`config.mk`:
```
export PLATFORM = sky130hd
export DESIGN_NAME = ttc_capture_lite25
export DESIGN_NICKNAME = d
export VERILOG_FILES = /design/src/rtl/ttc_capture_lite25.sv
export SDC_FILE = /design/constraint.sdc
export NUM_CORES = 1
export LEC_CHECK = 0
export ABC_AREA = 1
export BUFFER_PORTS_ARGS = -buffer_cell sky130_fd_sc_hd__buf_2
export CAP_MARGIN = 20
export CELL_PAD_IN_SITES_DETAIL_PLACEMENT = 1
export CELL_PAD_IN_SITES_GLOBAL_PLACEMENT = 1
export CORE_ASPECT_RATIO = 1.4
export CORE_MARGIN = 5
export CORE_UTILIZATION = 44
export DETAILED_ROUTE_END_ITERATION = 6
export GPL_ROUTABILITY_DRIVEN = 0
export PLACE_DENSITY = 0.87
export RECOVER_POWER = 100
export SYNTH_ARGS = -nofsm -noshare
export SYNTH_HDL_FRONTEND = slang
export SYNTH_SLANG_ARGS = --single-unit
```
`constraint.sdc`:
```
create_clock -name pclk25 -period 4.9 [get_ports pclk25]
set_input_delay 1.47 -clock pclk25 [delete_from_list [all_inputs] [get_ports pclk25]]
set_output_delay 1.47 -clock pclk25 [all_outputs]
set_load 0.005 [all_outputs]
```
`src/rtl/ttc_capture_lite25.sv`:
```
// ttc_capture_lite25: input-capture channel of the TTC timer.
// Measures the period (same edge to same edge) or the pulse width (edge to
// opposite edge) of wave_in25 in prescaler ticks (count_en25). It pulses
// capt_intr25 on each completed measurement and capt_ovf_intr25 when the
// measurement timer saturates.
// Optional build macro: TTC_CAPT_GLITCH_FILTER_EN adds a 3-sample stability
// filter after the synchronizer. This adds 2 cycles of detection latency.
module ttc_capture_lite25 #(
  parameter int unsigned SYNC_STAGES = 2
) (
  input  logic        pclk25,
  input  logic        n_p_reset25,
  input  logic [15:0] pwdata25,
  input  logic        count_en25,
  input  logic        capt_ctrl_reg_sel25,
  input  logic        wave_in25,
  output logic [5:0]  capt_ctrl_reg_out25,
  output logic [15:0] capture_val_out25,
  output logic [15:0] edge_cnt_out25,
  output logic        capt_busy25,
  output logic        capt_intr25,
  output logic        capt_ovf_intr25
);

  localparam logic [1:0] ST_IDLE    = 2'd0;
  localparam logic [1:0] ST_ARMED   = 2'd1;
  localparam logic [1:0] ST_MEASURE = 2'd2;
  localparam logic [1:0] ST_HOLD    = 2'd3;

  logic [SYNC_STAGES-1:0] sync_q;
  logic                   sync_last;
  logic                   lvl_cur;
  logic                   lvl_prev;

  logic [5:0]  ctrl_q,  ctrl_d;
  logic [1:0]  state_q, state_d;
  logic [15:0] timer_q, timer_d;
  logic [15:0] cap_q,   cap_d;
  logic [15:0] cnt_q,   cnt_d;
  logic        intr_q,  intr_d;
  logic        ovf_q,   ovf_d;

  logic        rise, fall, active, terminal;
  logic        sat;
  logic [15:0] tick;
  logic        unused_pwdata;

  assign unused_pwdata = ^pwdata25[15:6];
  assign sync_last     = sync_q[SYNC_STAGES-1];

  // Metastability chain on the asynchronous input.
  always_ff @(posedge pclk25 or negedge n_p_reset25) begin
    if (!n_p_reset25) begin
      sync_q <= '0;
    end else if (SYNC_STAGES > 1) begin
      sync_q <= {sync_q[SYNC_STAGES-2:0], wave_in25};
    end else begin
      sync_q <= wave_in25;
    end
  end

`ifdef TTC_CAPT_GLITCH_FILTER_EN
  logic [1:0] samp_q;
  logic       filt_q;

  // Filtered level moves only once three consecutive samples agree;
  // filt_q doubles as the edge-detect history.
  assign lvl_cur  = (sync_last == samp_q[0] && sync_last == samp_q[1]) ? sync_last : filt_q;
  assign lvl_prev = filt_q;

  // Sample history and filtered-level register.
  always_ff @(posedge pclk25 or negedge n_p_reset25) begin
    if (!n_p_reset25) begin
      samp_q <= '0;
      filt_q <= 1'b0;
    end else begin
      samp_q <= {samp_q[0], sync_last};
      filt_q <= lvl_cur;
    end
  end
`else
  logic hist_q;

  assign lvl_cur  = sync_last;
  assign lvl_prev = hist_q;

  // History flop for edge detection.
  always_ff @(posedge pclk25 or negedge n_p_reset25) begin
    if (!n_p_reset25) begin
      hist_q <= 1'b0;
    end else begin
      hist_q <= sync_last;
    end
  end
`endif

  assign rise     = ~lvl_prev & lvl_cur;
  assign fall     = lvl_prev & ~lvl_cur;
  assign active   = ctrl_q[1] ? fall : rise;
  assign terminal = ctrl_q[2] ? (ctrl_q[1] ? rise : fall) : active;
  assign tick     = {15'd0, count_en25};
  // A tick arriving at FFFE is the saturating transition; a terminal edge in
  // that same cycle captures the saturated value.
  assign sat      = count_en25 && (timer_q == 16'hFFFE);

  // Next-state logic: disable write first, then pending restart, then
  // release from HOLD by a write, then normal measurement flow.
  always_comb begin
    ctrl_d  = ctrl_q;
    state_d = state_q;
    timer_d = timer_q;
    cap_d   = cap_q;
    cnt_d   = cnt_q;
    intr_d  = 1'b0;
    ovf_d   = 1'b0;

    if (capt_ctrl_reg_sel25) begin
      ctrl_d = pwdata25[5:0];
    end else if (ctrl_q[4]) begin
      ctrl_d[4] = 1'b0;
    end

    if (capt_ctrl_reg_sel25 && pwdata25[0]) begin
      state_d = ST_IDLE;
    end else if (ctrl_q[4]) begin
      timer_d = '0;
      cnt_d   = '0;
      state_d = ctrl_q[0] ? ST_IDLE : ST_ARMED;
    end else if (capt_ctrl_reg_sel25 && (state_q == ST_HOLD)) begin
      state_d = ST_ARMED;
    end else begin
      case (state_q)
        ST_IDLE: begin
          if (!ctrl_q[0]) state_d = ST_ARMED;
        end
        ST_ARMED: begin
          if (active) begin
            timer_d = tick;
            state_d = ST_MEASURE;
          end
        end
        ST_MEASURE: begin
          ovf_d = sat;
          if (terminal) begin
            cap_d  = sat ? 16'hFFFF : timer_q;
            cnt_d  = cnt_q + 16'd1;
            intr_d = 1'b1;
            if (ctrl_q[3]) begin
              state_d = ST_HOLD;
            end else if (!ctrl_q[2]) begin
              timer_d = tick;
            end else begin
              state_d = ST_ARMED;
            end
          end else if (timer_q != 16'hFFFF) begin
            timer_d = timer_q + tick;
          end
        end
        default: begin
        end
      endcase
    end
  end

  // Control, measurement and interrupt registers.
  always_ff @(posedge pclk25 or negedge n_p_reset25) begin
    if (!n_p_reset25) begin
      ctrl_q  <= 6'b000001;
      state_q <= ST_IDLE;
      timer_q <= '0;
      cap_q   <= '0;
      cnt_q   <= '0;
      intr_q  <= 1'b0;
      ovf_q   <= 1'b0;
    end else begin
      ctrl_q  <= ctrl_d;
      state_q <= state_d;
      timer_q <= timer_d;
      cap_q   <= cap_d;
      cnt_q   <= cnt_d;
      intr_q  <= intr_d;
      ovf_q   <= ovf_d;
    end
  end

  assign capt_ctrl_reg_out25 = ctrl_q;
  assign capture_val_out25   = cap_q;
  assign edge_cnt_out25      = cnt_q;
  assign capt_busy25         = (state_q == ST_MEASURE);
  assign capt_intr25         = intr_q;
  assign capt_ovf_intr25     = ovf_q;

endmodule

```
Word level (Yosys, flattened, before mapping)
Index checks and enable logic that the tools add are counted.
Widths: inputs -> output; s select.
{ "word_totals": {"wordCells": 81, "n_memories": 0, "latch_bits": 0, "rom_bits": 0, "reg_bits": 61, "mem_bits_rw": 0, "out_inout_bits": 41, "in_bits": 21} }
{ "classes": {"div": 0, "n_shift": 0, "add_sub_neg": 2, "n_lt_le_gt_ge": 0, "mux": 36, "n_mul": 0, "n_reduce_logical": 12, "eq_ne": 14, "n_bitwise": 7} }
{ "ops": {"columns": ["op", "count"], "rows": [
  ["$mux 16", 12],
  ["$pmux 16 s2", 1],
  ["$add 16x1->16", 1],
  ["$add 16x1->16 const B", 1],
  ["$eq 16x16->1 const B", 1],
  ["$mux 2", 8],
  ["$ne 16x16->1 const B", 1],
  ["$mux 1", 14],
  ["$ne 5x5->1 const B", 2],
  ["$reduce_and 5->1", 2],
  ["$ne 4x4->1 const B", 2],
  ["$reduce_and 7->1", 1],
  ["$ne 6x1->1 const B", 1],
  ["$pmux 2 s3", 1],
  ["$reduce_bool 6->1", 1],
  ["$ne 5x1->1 const B", 1],
  ["$not 1->1", 5],
  ["$eq 2x2->1 const B", 2],
  ["$ne 4x1->1 const B", 1],
  ["$reduce_and 4->1", 1],
  ["$reduce_bool 2->1", 2],
  ["$logic_and 1x1->1", 3],
  ["$ne 3x3->1 const B", 1],
  ["$reduce_bool 3->1", 1],
  ["4 further kinds", 5]
]} }

Logic depth before layout (Yosys ltp)
Gate-level depths: netlist of run 1.
{ "depth": {"word_depth": 9, "depth_mapped": 12, "mapped_depth_nobuf": 12} }

Worst setup path before layout of run 1
OpenSTA, ideal clock, no wires.
{ "synth_timing": {"path_kind": "input to register", "startpoint": "input capt_ctrl_reg_sel25", "endpoint": "register cap_q[10] (netlist: capture_val_out25[10])", "arrival_time_ns": 2.323, "n_path_buf": 2, "setup_ns": 0.126, "required_time_ns": 4.774, "slack_ns": 2.450, "path_stages": 8, "path_cell_list": "buf_6 > nand2_4 > nand2_1 > nor3_2 > nand2_4 > buf_2 > nand2_1 > o21ai_0"} }
{ "synth_between": {"elab_chain_cells": 3, "elab_cells_between_ends": 5, "classes_between": "bitwise: 2; reduce/logical: 3"} }
{ "synth_lines": {"columns": ["element", "line", "source"], "rows": [
  ["start: declaration", "15", "input logic capt_ctrl_reg_sel25,"],
  ["$logic_and 1x1->1, on equally long branches", "129, 123", null],
  ["$not 1->1 (no source line)", null, null],
  ["$reduce_and 5->1 (no source line) (*)", null, null],
  ["end signal: assignment", "179", "cap_q <= cap_d;"],
  ["end: declaration", "38", "logic [15:0] cap_q, cap_d;"]
]} }
Every way passes the cells marked *; elsewhere a longest branch is shown, timed or not.
A chain may end at the register's enable or synchronous reset.

Worst setup path in the final report of run 1
{ "layout_timing": {"startpoint": "input capt_ctrl_reg_sel25", "endpoint": "register cnt_q[0] (netlist: edge_cnt_out25[0])"} }
{ "layout_between": {"elab_chain_cells": 3, "elab_cells_between_ends": 5, "classes_between": "eq/ne: 1; bitwise: 1; reduce/logical: 3"} }
{ "layout_lines": {"columns": ["element", "line", "source"], "rows": [
  ["$logic_and 1x1->1, on equally long branches", "129, 123", null],
  ["$ne 2x2->1 (no source line) / $not 1->1 (equally long branches)", null, null],
  ["$reduce_and 4->1 (no source line) (*)", null, null],
  ["end signal: assignment", "180", "cnt_q <= cnt_d;"],
  ["end: declaration", "39", "logic [15:0] cnt_q, cnt_d;"]
]} }
Marked as above.

==> flow_metrics.env, run 1 <==
export IMPL_slowest_delay_ns=0.70
export IMPL_p_leak_nw=1.834
export IMPL_final_common_cell="nand2_1"
export IMPL_fin_util_pct=50.69
export IMPL_ios=62
export IMPL_timing_fmax_ghz=0.2791
export IMPL_drtIter0Drc=87
export IMPL_layout_drive_gt1_share_pct=16.21
export IMPL_hold_class="register to register"
export IMPL_fin_tns_setup_ns=0
export IMPL_areaGrowthSynthToFinish_pct=12.10
export IMPL_cts_sinks=61
export IMPL_coreArea_mm2=0.007797
export IMPL_hpwl_um=6923
export IMPL_critPathMostFrequentCell="nand2_1"
export IMPL_die_w_um=85.66
export IMPL_critPathArrivalTime_ns=3.81
export IMPL_endpoint="edge_cnt_out25[0]"
export IMPL_reg2reg_depth=8
export IMPL_path_cells="clkbuf_1 > nand2_1 > nand2_1 > nor3_1 > nand2_1 > clkinv_1 > nor2_1 > a21oi_1"
export IMPL_synth_seq_cells=61
export IMPL_numPortBuffers=51
export IMPL_cts_inserted_buffers=9
export IMPL_outcome="completed"
export IMPL_clock_latency_ns=0.36
export IMPL_wl_per_cell_um=15.82
export IMPL_hold_violations=0
export IMPL_cts_setup_buffers=0
export IMPL_comb_power_share_pct=22.5
export IMPL_rr_startpoint="state_q[0]"
export IMPL_vias_per_cell=5.319
export IMPL_die_y_um=115.9
export IMPL_max_slew_margin_rel_pct=7.264
export IMPL_power_density_mw_per_mm2=335.3
export IMPL_grt_start_max_net_pins=47
export IMPL_swShare_pct=34.50
export IMPL_avgSynthCellArea_um2=7.783
export IMPL_antennaDiodeCount=0
export IMPL_rrSetupSlack_ns=2.33
export IMPL_grt_pass1_wl_um=16550
export IMPL_startpoint_type="input port"
export IMPL_vias=3255
export IMPL_p_clk_share_pct=33.3
export IMPL_gr_total_overflow=0
export IMPL_p_int_mw=0.8681
export IMPL_most_common_layout_cells="nand2_1, dfrtp_1, inv_1, o21ai_0, nor2_1"
export IMPL_synth_cells=453
export IMPL_ctsHoldBuffers=0
export IMPL_peakVddDrop_uv=141.1
export IMPL_grt_usage_pct=21.35
export IMPL_rsz0062_at_grt="no"
export IMPL_cp_max_fo=28
export IMPL_seq_power_share_pct=44.2
export IMPL_cts_path_max_buffers=2
export IMPL_setup_violations=0
export IMPL_htreeDepth=3
export IMPL_tightest_slew_ns=1.391
export IMPL_fin_skew_ns=0.009503
export IMPL_cts_resized=0
export IMPL_reg2reg_to="edge_cnt_out25[0]"
export IMPL_antenna_found_initial=0
export IMPL_slew_viol_final=0
export IMPL_clockRootBuffer="clkbuf_8"
export IMPL_synth_warnings=0
export IMPL_synth_cell_type_count=33
export IMPL_final_nets=535
export IMPL_drc=0
export IMPL_clkSlewWorstSetupHoldPaths_ns=0.07
export IMPL_ys_seq_area_share_pct=43.33
export IMPL_fin_crit_sh_pct=73.13
export IMPL_rows=38
export IMPL_drtAntennaViolNets=0
export IMPL_grt_pass1_vias=3450
export IMPL_syn_area_mm2=0.003526
export IMPL_p_switching_mw=0.4573
export IMPL_synth_fp_nets=481
export IMPL_critPathSlowestCell="nand2_1"
export IMPL_cap_viol_max_count=0
export IMPL_critPathRequiredTime_ns=5.12
export IMPL_finalCriticalPeriod_ns=3.583
export IMPL_dr_pass1_iters=4
export IMPL_path_class="input port to register"
export IMPL_crit_start="capt_ctrl_reg_sel25"
export IMPL_end_kind="register"
export IMPL_cts_tree="yes"
export IMPL_start_util_pct=45.22
export IMPL_routed_wl_um=9684
export IMPL_die_area_mm2=0.009929
-- synthesized netlist by cell type --
cell	instances	share of area, %
nand2_1	128	14
dfrtp_1	60	43
inv_1	49	5.2
nor2_1	35	3.7
nand3_1	33	4.7
o21ai_0	24	3.4
nand2_2	12	2.1
nor3_1	12	1.7
o21ai_1	12	1.7
nand4_1	10	1.8
o21ai_2	10	2.5
xor2_1	8	2.0
ha_1	7	2.5
buf_6	6	1.9
nor2_2	6	1.1
a21oi_1	5	0.71
inv_2	5	0.53
nand3_2	5	1.4
nor2_4	4	1.3
buf_2	3	0.43
nand2_4	3	0.96
a31oi_1	2	0.35
nor3_2	2	0.57
nor3b_1	2	0.43
o21bai_1	2	0.43
clkbuf_1	1	0.11
clkinv_1	1	0.11
dfstp_2	1	0.75
mux2_2	1	0.32
nand3b_1	1	0.21
nor2_8	1	0.57
nor4_1	1	0.18
or2_2	1	0.18
-- how the worst min path moves through the flow --
stage / from / to / slack (ns) / depth (start not counted)
global route: sync_q[0] / sync_q[1] / 0.39 / 0
finish: sync_q[0] / sync_q[1] / 0.37 / 0
floorplan: sync_q[0] / sync_q[1] / 0.33 / 0
global placement: sync_q[0] / sync_q[1] / 0.34 / 0
detailed placement: sync_q[0] / sync_q[1] / 0.35 / 0
CTS: sync_q[0] / sync_q[1] / 0.38 / 0
-- metrics by stage --
step,total power [mW],std cells,area (um2),setup slack [ns],hold slack (ns)
after floorplan,0.8176,453,3526,2.450,0.3312
after global placement,0.8867,595,3827,1.966,0.3441
after detailed placement,0.9089,595,3827,1.860,0.3523
after CTS,1.360,611,4018,2.146,0.3777
after global routing,1.409,612,3953,1.101,0.3905
final,1.325,612,3953,1.317,0.3692
-- registers in the layout (all words and copies together), names as in the netlist, 2 cells and up --
signal / count
capture_val_out25: 16
edge_cnt_out25: 16
timer_q: 16
capt_ctrl_reg_out25: 6
state_q: 2
sync_q: 2
-- critical path: cells and delay by family --
family                 cells  cell delay [ns]
buffers and inverters      2             0.92
AOI/OAI and AO/OA          1             0.06
and+or+nand+nor            5             1.34
-- power groups by stage --
stage / clock (mW) / sequential, mW / combinational (mW)
2_1_floorplan: 0 / 0.586 / 0.231
3_5_place_dp: 0 / 0.595 / 0.314
3_3_place_gp: 0 / 0.593 / 0.294
5_1_grt: 0.478 / 0.592 / 0.339
4_1_cts: 0.452 / 0.586 / 0.322
6_report: 0.441 / 0.586 / 0.299
-- area by class of cell --
class	count	area (um2)
Timing Repair Buffer	53	239.0
Tap cell	100	125.1
Fill cell	1052	3845
Multi-Input combinational cell	327	1664
Clock buffer	16	190.2
Sequential cell	61	1528
Inverter	55	206.4
-- kinds of logic after synthesis --
| group | after synthesis | synth area share (%) |
|---|---|---|
| and+or+nand+nor | 256 | 34.49 |
| buffers and inverters | 65 | 8.303 |
| DFF | 61 | 43.33 |
| AOI/OAI and AO/OA | 55 | 9.084 |
| xor gates and xnor gates | 8 | 1.987 |
| adders and majority gates | 7 | 2.484 |
| muxes | 1 | 0.3194 |
-- routing by layer --
layer  share of wire, %  wire length, um  GRT usage [%]
met5                  0                0              0
met4                4.4              424          12.14
met3                3.6              351          4.836
met2                 55             5302          39.83
met1                 37             3606          21.58
Note: power is estimated with default switching activity, not from simulation.
==> run 2: changes to the inputs <==
--- a/config.mk
+++ b/config.mk
@@ -12,10 +12,10 @@
 export CELL_PAD_IN_SITES_GLOBAL_PLACEMENT = 1
 export CORE_ASPECT_RATIO = 1.4
 export CORE_MARGIN = 5
-export CORE_UTILIZATION = 44
+export CORE_UTILIZATION = 37
 export DETAILED_ROUTE_END_ITERATION = 6
 export GPL_ROUTABILITY_DRIVEN = 0
-export PLACE_DENSITY = 0.87
+export PLACE_DENSITY = 0.78
 export RECOVER_POWER = 100
 export SYNTH_ARGS = -nofsm -noshare
 export SYNTH_HDL_FRONTEND = slang
==> constraint.sdc (replaced) <==
create_clock -name pclk25 -period 3.1 [get_ports pclk25]
set_input_delay 0.93 -clock pclk25 [delete_from_list [all_inputs] [get_ports pclk25]]
set_output_delay 0.93 -clock pclk25 [all_outputs]
set_load 0.005 [all_outputs]
==> run 2 against run 1 <==
The run now ends with capacitance limit, slew limit left; worst setup slack worse by 0.64 ns; largest power group is now the clock network; worst hold slack got worse by 0.015 ns; critical endpoint is now edge_cnt_out25[7]; utilization fell by 7.1 points; via count fell by 2.9%; critical path type unchanged.
==> flow_metrics.env, run 2 (synthesized netlist as in run 1, its figures left out) <==
export IMPL_outcome="finished with violations"
export IMPL_violations="capacitance limit, slew limit"
export IMPL_setup_violations=0
export IMPL_cts_tree="yes"
export IMPL_antennaDiodeCount=0
export IMPL_die_w_um=92.50
export IMPL_ctsHoldBuffers=0
export IMPL_ios=62
export IMPL_layout_drive_gt1_share_pct=17.22
export IMPL_clockRootBuffer="clkbuf_16"
export IMPL_areaGrowthSynthToFinish_pct=16.18
export IMPL_htreeDepth=3
export IMPL_most_common_layout_cells="nand2_1, dfrtp_1, inv_1, o21ai_0, nor2_1"
export IMPL_routed_wl_um=9534
export IMPL_grt_pass1_vias=3434
export IMPL_drtIter0Drc=117
export IMPL_cts_setup_buffers=0
export IMPL_timing_fmax_ghz=0.4130
export IMPL_end_kind="register"
export IMPL_seq_area_mm2=0.001528
export IMPL_fin_crit_sh_pct=78.10
export IMPL_grt_pass1_wl_um=16010
export IMPL_numPortBuffers=51
export IMPL_cts_inserted_buffers=9
export IMPL_finalCriticalPeriod_ns=2.421
export IMPL_whs_ns=0.3543
export IMPL_dr_pass1_iters=4
export IMPL_vias_per_cell=5.092
export IMPL_gr_total_overflow=0
export IMPL_gr_usage_met2_pct=32.91
export IMPL_hpwl_um=6930
export IMPL_hold_class="register to register"
export IMPL_place_area_mm2=0.003852
export IMPL_startpoint_type="input port"
export IMPL_num_fill_cells=1198
export IMPL_hold_violations=0
export IMPL_critPathArrivalTime_ns=2.61
export IMPL_slew_viol_final=30
export IMPL_max_slew_margin_rel_pct=-17.72
export IMPL_power_total_mw=2.433
export IMPL_vias=3162
export IMPL_power_density_mw_per_mm2=594.0
export IMPL_antenna_found_initial=0
export IMPL_critPathRequiredTime_ns=3.29
export IMPL_path_class="input port to register"
export IMPL_final_nets=534
export IMPL_grt_start_max_net_pins=33
export IMPL_p_leak_nw=1.899
export IMPL_clock_latency_ns=0.33
export IMPL_gr_usage_met1_pct=18.30
export IMPL_start_util_pct=37.48
export IMPL_cts_sinks=61
export IMPL_coreArea_mm2=0.009407
export IMPL_die_area_mm2=0.01161
export IMPL_drtAntennaViolNets=0
export IMPL_peakVddDrop_uv=325.3
export IMPL_rsz0062_at_grt="no"
export IMPL_final_common_cell="nand2_1"
export IMPL_cts_resized=0
export IMPL_cts_path_max_buffers=2
export IMPL_top_usage_layer="met2"
export IMPL_wl_per_cell_um=15.35
export IMPL_drc=0
export IMPL_fin_skew_ns=0.006655
export IMPL_fin_tns_setup_ns=0
export IMPL_dp_cells=605
export IMPL_fin_area_mm2=0.004096
export IMPL_fin_cells=621
export IMPL_rows=42
export IMPL_grt_usage_pct=17.41
export IMPL_die_y_um=125.5
export IMPL_tightest_slew_ns=1.766
export IMPL_cp_max_fo=23
export IMPL_cap_viol_max_count=1
export IMPL_clkSlewWorstSetupHoldPaths_ns=0.05
export IMPL_multi_input_area_mm2=0.001659
export IMPL_grt_met3_usage_pct=3.425
==> run 2: final timing paths <==
kind / slack (ns) / end / startpoint / cells past startpoint
max: 0.68 / edge_cnt_out25[7] / capt_ctrl_reg_sel25 / 8
max in group asynchronous: 1.01 / timer_q[10] / n_p_reset25 / 1
min in group asynchronous: 1.06 / capt_ctrl_reg_out25[3] / n_p_reset25 / 1
min: 0.35 / sync_q[1] / sync_q[0] / 0
max reg2reg: 0.70 / timer_q[14] / state_q[0] / 10
min reg2reg: 0.35 / sync_q[1] / sync_q[0] / 0
==> run 2: cell type report <==
cell class | instances | share of cell area, %
Inverter | 55 | 5.040
Clock buffer | 13 | 6.597
Clock inverter | 3 | 1.038
Multi-Input combinational cell | 327 | 40.50
Tap cell | 110 | 3.360
Sequential cell | 61 | 37.29
Timing Repair Buffer | 52 | 6.170
==> run 2: where the power goes <==
| group | switching, mW | internal, mW | leakage (nW) |
|---|---|---|---|
| registers | 0.0692 | 0.858 | 0.826 |
| logic | 0.320 | 0.141 | 0.922 |
| clock network | 0.359 | 0.686 | 0.152 |
| total | 0.748 | 1.69 | 1.90 |
==> run 2: per-stage QoR <==
stage	worst slack [ns]	utilization, %
after floorplan	1.190	-
after global placement	0.6922	40.96
after detailed placement	0.6313	40.96
after CTS	0.8352	44.28
after global routing	0.4435	43.55
final	0.6789	43.55
==> run 2: metal layers <==
layer,vias to the layer above,share of wire (%),wire [um]
met5,-,0,0
met4,0,2.3,221
met3,15,2.7,258
met2,42,55,5246
met1,1549,40,3808
li1,1556,-,-
==> run 2: critical path: stages <==
cell and delay [ns]:
clkbuf_1 0.36, nand2_1 0.14, o21ai_0 0.35, inv_1 0.07, o21ai_0 0.12, clkinv_1 0.14, nand2_2 0.33, o21ai_0 0.17
==> run 3: changes to the inputs <==
==> constraint.sdc (replaced) <==
create_clock -name pclk25 -period 2.2 [get_ports pclk25]
set_input_delay 0.66 -clock pclk25 [delete_from_list [all_inputs] [get_ports pclk25]]
set_output_delay 0.66 -clock pclk25 [all_outputs]
set_load 0.005 [all_outputs]
==> run 3 against run 2 <==
The flow still finishes with violations (capacitance limit, slew limit); first-iteration DRC count shrank 38%; clock-buffer cell count grew 3; cell count grew 0.97%; non-clock buffer count grew 6; largest power group unchanged.
==> flow_metrics.env, run 3 (synthesized netlist as in run 1, its figures left out) <==
export IMPL_hold_class="register to register"
export IMPL_drc=0
export IMPL_numPortBuffers=51
export IMPL_finalCriticalPeriod_ns=1.928
export IMPL_final_nets=540
export IMPL_cap_viol_max_count=1
export IMPL_fin_tns_setup_ns=0
export IMPL_final_common_cell="nand2_1"
export IMPL_htreeDepth=3
export IMPL_rows=42
export IMPL_start_util_pct=37.48
export IMPL_cts_path_max_buffers=2
export IMPL_fin_area_mm2=0.004134
export IMPL_layout_drive_gt1_share_pct=18.57
export IMPL_clockRootBuffer="clkbuf_16"
export IMPL_wl_per_cell_um=14.96
export IMPL_startpoint_type="register"
export IMPL_grt_pass1_wl_um=16100
export IMPL_cts_sinks=61
export IMPL_grt_start_max_net_pins=62
export IMPL_cts_resized=0
export IMPL_cts_setup_buffers=0
export IMPL_place_area_mm2=0.003910
export IMPL_timing_fmax_ghz=0.5188
export IMPL_tightest_slew_ns=1.563
export IMPL_clock_latency_ns=0.34
export IMPL_most_common_layout_cells="nand2_1, dfrtp_1, inv_1, o21ai_0, buf_2"
export IMPL_cts_inserted_buffers=9
export IMPL_vias=3226
export IMPL_drtAntennaViolNets=0
export IMPL_antennaDiodeCount=0
export IMPL_drtIter0Drc=73
export IMPL_outcome="finished with violations"
export IMPL_violations="capacitance limit, slew limit"
export IMPL_peakVddDrop_uv=397.5
export IMPL_power_density_mw_per_mm2=820.9
export IMPL_die_area_mm2=0.01161
export IMPL_dp_cells=611
export IMPL_fin_ws_ns=0.2723
export IMPL_fin_skew_ns=0.008005
export IMPL_die_w_um=92.50
export IMPL_place_ws_ns=0.1600
export IMPL_antenna_found_initial=0
export IMPL_dr_pass1_iters=4
export IMPL_cts_tree="yes"
export IMPL_critPathRequiredTime_ns=2.40
export IMPL_clkSlewWorstSetupHoldPaths_ns=0.05
export IMPL_die_y_um=125.5
export IMPL_hold_violations=0
export IMPL_coreArea_mm2=0.009407
export IMPL_grt_usage_pct=17.38
export IMPL_max_slew_margin_rel_pct=-4.171
export IMPL_grt_pass1_vias=3446
export IMPL_areaGrowthSynthToFinish_pct=17.25
export IMPL_critPathArrivalTime_ns=2.13
export IMPL_hpwl_um=6903
export IMPL_end_kind="register"
export IMPL_fin_crit_sh_pct=87.62
export IMPL_ctsHoldBuffers=0
export IMPL_setup_violations=0
export IMPL_gr_total_overflow=0
export IMPL_routed_wl_um=9381
export IMPL_p_leak_nw=1.940
export IMPL_whs_ns=0.3537
export IMPL_ios=62
export IMPL_fin_cells=627
export IMPL_rsz0062_at_grt="no"
export IMPL_slew_viol_final=62
export IMPL_cp_max_fo=20
export IMPL_path_class="register to register"
export IMPL_vias_per_cell=5.145
## run 3: changes by cell type in the layout (fill, tap and decap cells not counted), sizes merged
| cell | delta |
|---|---|
| buf | +8 |
| clkinv | -2 |
| bufinv | -1 |
| clkbuf | +1 |
| clkinvlp | -1 |
| inv | +1 |
## run 3: worst paths after layout
check,startpoint,to,slack [ns],cells after the start
setup reg to reg,state_q[0],capture_val_out25[2],0.27,8
max in group asynchronous,n_p_reset25,capture_val_out25[9],0.46,2
setup / recovery,state_q[0],capture_val_out25[2],0.27,8
min in group asynchronous,n_p_reset25,capt_ctrl_reg_out25[5],0.80,2
hold / removal,sync_q[0],sync_q[1],0.35,0
hold reg to reg,sync_q[0],sync_q[1],0.35,0
## run 3: power by group
group | switching [mW] | internal (mW)
Combinational | 0.464 | 0.240
Clock | 0.494 | 0.887
Sequential | 0.0985 | 1.21
## run 3: cell type report
cell class	instances	area, um2
Timing Repair Buffer	58	299.0
Inverter	55	206.4
Fill cell	1226	5273
Sequential cell	61	1528
Clock buffer	16	291.5
Tap cell	110	137.6
Multi-Input combinational cell	327	1672
## run 3: critical path: stages, from the launching register on
cell and delay, ns:
dfrtp_1 0.41, inv_1 0.10, ha_1 0.24, inv_2 0.10, nor3_1 0.42, nand2_4 0.16, buf_4 0.23, nand2_1 0.07
o21ai_0 0.08
## run 3: routing by layer
layer  wire length, um  track usage, %  vias up  share of wire [%]
li1                  -               -     1569                  -
met1              3704           18.42     1596                 39
met2              5132           32.44       43                 55
met3               279           3.125       18                3.0
met4               264           8.399        0                2.8
met5                 0               0        -                  0
## run 3: through the flow
step           util, %  power [mW]
4_1_cts          44.67       3.470
6_report         43.95       3.393
3_3_place_gp     41.57       2.040
2_1_floorplan        -       1.821
5_1_grt          43.95       3.572
3_5_place_dp     41.57       2.067
